==> src/rtl/seg8_refresh_scheduler.sv <==
// Round-robin front end for the three-digit 74HC595 display driver: grants one of two
// requesters, strobes the driver, waits for its end-of-frame load, acks, and auto-refreshes.
module seg8_refresh_scheduler #(
  parameter logic [23:0] REFRESH_CYCLES = 24'd5_000_000,
  parameter logic [15:0] TIMEOUT        = 16'd20000
) (
  input  logic        clk,
  input  logic        rst,
  input  logic        req0,
  input  logic [11:0] bcd0,
  output logic        ack0,
  input  logic        req1,
  input  logic [11:0] bcd1,
  output logic        ack1,
  input  logic        load,
  output logic        trigger,
  output logic [3:0]  num0,
  output logic [3:0]  num1,
  output logic [3:0]  num2,
  output logic        busy,
  output logic        timeout_err
);

  typedef enum logic [1:0] {S_IDLE, S_TRIG, S_WAIT, S_DONE} state_t;

  state_t      state_q, state_d;
  logic        trig2_q;
  logic [15:0] tcnt_q;
  logic [23:0] rcnt_q;
  logic [11:0] num_q, last_q;
  logic [1:0]  owner_q;   // one-hot {req1, req0}; 0 marks a refresh frame
  logic        prio_q;    // requester favoured on a tie
  logic        err_q;

  logic any_req, grant1, rfsh_en, rfsh_hit, tmo_hit;

  assign any_req  = req0 | req1;
  assign grant1   = req1 & (~req0 | prio_q);
  assign rfsh_en  = (REFRESH_CYCLES != 24'd0);
  assign rfsh_hit = rfsh_en && (rcnt_q == REFRESH_CYCLES - 24'd1);
  assign tmo_hit  = (tcnt_q == TIMEOUT - 16'd1);

  always_ff @(posedge clk or posedge rst) begin
    if (rst) state_q <= S_IDLE;
    else     state_q <= state_d;
  end

  always_comb begin
    state_d = state_q;
    unique case (state_q)
      S_IDLE: if (any_req || rfsh_hit) state_d = S_TRIG;
      S_TRIG: if (trig2_q) state_d = S_WAIT;
      S_WAIT: if (load || tmo_hit) state_d = S_DONE;
      S_DONE: state_d = S_IDLE;
      default: state_d = S_IDLE;
    endcase
  end

  always_comb begin
    trigger = (state_q == S_TRIG);
    busy    = (state_q != S_IDLE);
    ack0    = (state_q == S_DONE) & owner_q[0];
    ack1    = (state_q == S_DONE) & owner_q[1];
  end

  // num only moves on the IDLE->TRIG edge, so it is frozen for the whole frame
  always_ff @(posedge clk or posedge rst) begin
    if (rst) begin
      trig2_q <= 1'b0;
      tcnt_q  <= '0;
      rcnt_q  <= '0;
      num_q   <= '0;
      last_q  <= '0;
      owner_q <= '0;
      prio_q  <= 1'b0;
      err_q   <= 1'b0;
    end else begin
      unique case (state_q)
        S_IDLE: begin
          trig2_q <= 1'b0;
          if (any_req) begin
            num_q   <= grant1 ? bcd1 : bcd0;
            last_q  <= grant1 ? bcd1 : bcd0;
            owner_q <= grant1 ? 2'b10 : 2'b01;
          end else if (rfsh_hit) begin
            num_q   <= last_q;
            owner_q <= 2'b00;
          end else if (rfsh_en) begin
            rcnt_q  <= rcnt_q + 24'd1;
          end
        end
        S_TRIG: begin
          trig2_q <= 1'b1;
          tcnt_q  <= '0;
        end
        S_WAIT: begin
          if (load) begin
            err_q  <= 1'b0;
            rcnt_q <= '0;
          end else if (tmo_hit) begin
            err_q  <= 1'b1;
            rcnt_q <= '0;
          end else begin
            tcnt_q <= tcnt_q + 16'd1;
          end
        end
        S_DONE: begin
          if (owner_q != 2'b00) prio_q <= owner_q[0];
        end
        default: ;
      endcase
    end
  end

  assign num0        = num_q[3:0];
  assign num1        = num_q[7:4];
  assign num2        = num_q[11:8];
  assign timeout_err = err_q;

endmodule

==> config.mk <==
export PLATFORM = sky130hd
export DESIGN_NAME = seg8_refresh_scheduler
export DESIGN_NICKNAME = d
export VERILOG_FILES = /design/src/rtl/seg8_refresh_scheduler.sv
export SDC_FILE = /design/constraint.sdc
export NUM_CORES = 1
export LEC_CHECK = 0
export BUFFER_PORTS_ARGS = -buffer_cell sky130_fd_sc_hd__buf_2
export CAP_MARGIN = 25
export CORE_MARGIN = 2
export CORE_UTILIZATION = 50
export CTS_BUF_LIST = sky130_fd_sc_hd__clkbuf_2 sky130_fd_sc_hd__clkbuf_4 sky130_fd_sc_hd__clkbuf_8
export DETAILED_ROUTE_END_ITERATION = 8
export MAX_ROUTING_LAYER = met4
export PLACE_DENSITY = 0.73
export SYNTH_ARGS = -nofsm -noshare
export SYNTH_HDL_FRONTEND = slang
export SYNTH_SLANG_ARGS = --single-unit
==> constraint.sdc <==
create_clock -name clk -period 4.1 [get_ports clk]
set_input_delay 0.82 -clock clk [delete_from_list [all_inputs] [get_ports clk]]
set_output_delay 0.82 -clock clk [all_outputs]
set_load 0.005 [all_outputs]
# After elaboration in Yosys (flattened, before gate mapping)
# Cells that the tools add are included.
# classes
bitwise	6
reduce_logical	17
n_eq_ne	13
mux	21
n_addsub	2
# op_table
cell	count
$mux 24	4
$pmux 24 s2	1
$mux 12	3
$mux 16	2
$pmux 16 s2	1
$add 24x1->24 const B	1
$eq 24x23->1 const B	1
$add 16x1->16 const B	1
$eq 16x15->1 const B	1
$reduce_bool 2->1	7
$mux 2	6
$ne 2x2->1 const B	6
$pmux 2 s4	1
$reduce_and 2->1	4
$reduce_and 3->1	2
$eq 2x2->1 const B	2
$reduce_and 4->1	1
$and 1x1->1	3
$ne 3x3->1 const B	1
$eq 2x1->1 const B	1
$logic_not 2->1	1
$logic_or 1x1->1	2
$mux 1	2
$ne 2x1->1 const B	1
3 further kinds	4
# word_totals
input_bits	29
ff_bits	71
out_inout_bits	17

# Logic depth before layout (Yosys ltp)
# logic_depth
depth_word	5
ltp_mapped	8
depth_no_buf	7

# Worst setup path before layout
# OpenSTA, ideal clock, no wires.
# synth_timing
path_type	input-to-reg
start	input port req0
end	register rcnt_q[12]
path_stages	7
t_arrival_ps	2258
path_slack_ps	1716
path_cell_list	or2_2 clkbuf_1 nand2_1 o21ai_1 or2_0 clkbuf_1 a221o_1
# synth_via
elab_chain_cells	3
# synth_lines
element	line	source
start, declared	9	input logic req0,
$or 1x1->1	37	assign any_req = req0 | req1;
$ne 2x2->1 (no source line)	n/a	
$reduce_and 4->1 (no source line)	n/a	
end signal, assigned	89	rcnt_q <= rcnt_q + 24'd1;
end, declared	29	logic [23:0] rcnt_q;
# No other way between the ends.
# A chain may end at the register's enable or synchronous reset.

# Worst setup path in the final report
# layout_timing
start	register rcnt_q[16]
end	register rcnt_q[1]
# layout_via
elab_chain_cells	3
# layout_lines
element	line	source
$eq 24x23->1	40	assign rfsh_hit = rfsh_en && (rcnt_q == REFRESH_CYCLES - 24'd1);
$ne 2x2->1 (no source line)	n/a	
$reduce_and 4->1 (no source line)	n/a	
# No other way between the ends.

==> run_results.csv <==
group,metric,value,unit
synth,ys_types,60,
cts,cts_sinks,71,
route,post_drt_wl_per_cell,16.0,um
synth,synth_top_cells_by_count,"dfrtp_1, nand2_1, a21oi_1",
route,vias_per_cell,6.05,
timing,slew_headroom,0.418,
finish,nets,482,
synth,yosysMostFrequentCell,"dfrtp_1",
synth,ys_ff_latch,71,
synth,syn_avg_cell_area,9.44,um^2
die,pin_count,46,
die,die_w,92.2,um
power,leakagePower,2.01,nW
die,placementRows,32,
finish,fin_util,0.574,
finish,area_growth,12.9,%
timing,slew_violations,0,
route,drtAntennaViolNets,0,
finish,drive_gt1_frac,0.217,
global_route,grt_pass1_wl,15200,um
global_route,grt_overflow_total,0,
synth,syn_area,0.00389,mm^2
min_path,hp-start,"trig2_q",
placed_design,gp_congestion,0.899,
cts,root_buffer,"clkbuf_8",
synth,synth.largest_area_cell,"dfrtp_1",
worst_setup_path,crit_required,4300,ps
timing,fin_skew,10.1,ps
cts,hold_buffers,0,
placed_design,placed_cells,537,
placed_design,hpwl,5930,um
die,initial_utilization,0.509,
global_route,grt_pass1_vias,3258,
worst_setup_path,critical_path.max_fanout,15,
route,dr.pass1.iters,5,
power,p_per_area,567,mW/mm^2
timing,finalSetupTns,0,ps
global_route,antenna_found_initial,0,
route,vias,3346,
synth,ys_warn_count,0,
run,maxCapViolations,0,
global_route,grt_max_degree,43,
synth,synth_fp_nets,447,
cts,cts_resized,0,
timing,fin_hold_ws,472,ps
worst_setup_path,endpoint_kind,"flop",
finish,antennaDiodeCount,0,
route,totalWireLength,8850,um
synth,synthTopCellsByArea,"dfrtp_1, a21oi_1, mux2_2, o21ai_0, nand2_1",
synth,async_reset_ff_frac,1.00,
worst_setup_path,crit_type,"reg2reg",
worst_setup_path,r2r_end,"rcnt_q[1]",
cts,post_cts_buffers,0,
synth,synth_cells,412,
power,peakVddDrop,326,uV
cts,cts_buffer_depth,2,
global_route,track_usage,0.227,
min_path,min_path_type,"reg2reg",
timing,finalCritPeriodShare,0.618,
min_path,holdPathEnd,"trig2_q",
worst_setup_path,regToRegStartpoint,"rcnt_q[16]",
die,core,0.00765,mm^2
cts,cts_htree_levels,3,
route,drc_errors,0,
min_path,whs_path_depth,1,
synth,synth-edff-count,0,
status,run_status,"completed",
worst_setup_path,reg2reg_slack,1570,ps
timing,final-setup-viol-count,0,
worst_setup_path,critPathLaunchType,"flop",
worst_setup_path,arrival,2740,ps
finish,fillers,681,
synth,ys_dominant_reg_cell,"dfrtp_1",
timing,worst_pin_slew,867,ps
worst_setup_path,worst_r2r_path_depth,6,
timing,period_needed,2530,ps
synth,yosysTopAreaCellShare,0.457,
synth,ys_seq_area_frac,0.457,
placed_design,numPortBuffers,45,
timing,layout_setup_ws,1570,ps
timing,hold_violations,0,
cts,cts_made_buffers,9,
cts,insertion_delay,350,ps
cts,cts_tree,"built",
finish,final_cell_count_no_fill,553,
placed_design,pre_cts_ws,1070,ps
die,die_h,92.2,um
timing,rsz0062_at_grt,"false",
cts,cts.clk_slew.worst_paths,70,ps
die,design.die.area,0.00850,mm^2
timing,fmax,395,MHz
route,drtIter0Drc,164,
==> layer usage <==
metal | wire [um] | GRT usage | up-vias | part of all wire
met4 | 114 | 0.0821 | 0 | 0.013
li1 | - | - | 1613 | -
met5 | 0 | - | - | 0
met2 | 4310 | 0.362 | 88 | 0.49
met1 | 4020 | 0.298 | 1634 | 0.45
met3 | 406 | 0.0312 | 11 | 0.046
==> how the worst max path moves through the flow <==
| stage | depth (start not counted) | slack [ps] | to | start |
|---|---|---|---|---|
| global route | 6 | 1350 | rcnt_q[1] | rcnt_q[16] |
| CTS | 5 | 1320 | rcnt_q[4] | rcnt_q[16] |
| global placement | 6 | 1120 | rcnt_q[5] | req0 |
| finish | 6 | 1570 | rcnt_q[1] | rcnt_q[16] |
| detailed placement | 6 | 1070 | rcnt_q[4] | req0 |
| floorplan | 1 | 1480 | last_q[0] | rst |
==> through the flow <==
step | power, mW | area [um^2]
floorplan | 1.62 | 3890
global placement | 1.87 | 4180
detailed placement | 1.90 | 4180
CTS | 2.47 | 4380
global route | 2.65 | 4390
finish | 2.49 | 4390
==> report_power, final <==
group / total, mW / internal (mW) / leakage (nW) / switching (mW)
clock: 0.583 / 0.317 / 0.102 / 0.266
sequential: 0.986 / 0.877 / 0.929 / 0.109
combinational: 0.921 / 0.356 / 0.983 / 0.565
==> layout by cell type (no fill, tap or decap), types with 13 or more instances in the layout <==
cell type / synthesis / routed
o31ai_1: 13 / 13
dfrtp_1: 71 / 71
a31oi_1: 13 / 13
a21oi_1: 32 / 32
nand4_1: 13 / 13
nor2_1: 26 / 26
nand3_1: 19 / 19
mux2i_1: 13 / 13
buf_2: 4 / 45
o21ai_0: 29 / 29
mux2_2: 13 / 13
nand2_1: 36 / 36
==> worst max-delay path: stages (launching register included) <==
cell	delay (ps)
dfrtp_1	460
nor4b_1	360
nand4_1	260
o21ai_2	480
buf_8	230
or2_0	400
o21ai_0	190
==> cells by family (layout without fill, tap and decap cells) <==
kind of cell    after synthesis  count (layout)  synth area share
mux                          27              27            0.0746
buf+inv                      40              79            0.0402
fa+ha+maj                     6               6            0.0193
simple gates                138             138             0.192
flops                        71              71             0.457
compound gates              130             130             0.217
==> registers in the layout (all words and copies together) (netlist names) <==
name	count
last_q	12
num_q	12
prio_q	1
tcnt_q	16
owner_q	2
state_q	2
rcnt_q	24
timeout_err	1
trig2_q	1
==> layout make-up <==
cell class	instances	area [um^2]	area share
Multi-Input combinational cell	301	1960	0.446
Sequential cell	71	1780	0.404
Timing Repair Buffer	51	278	0.0632
Clock buffer	12	159	0.0362
Tap cell	102	128	0.0291
Inverter	13	48.8	0.0111
Clock inverter	3	42.5	0.00968
No activity file was read; power rests on OpenSTA's default activity.
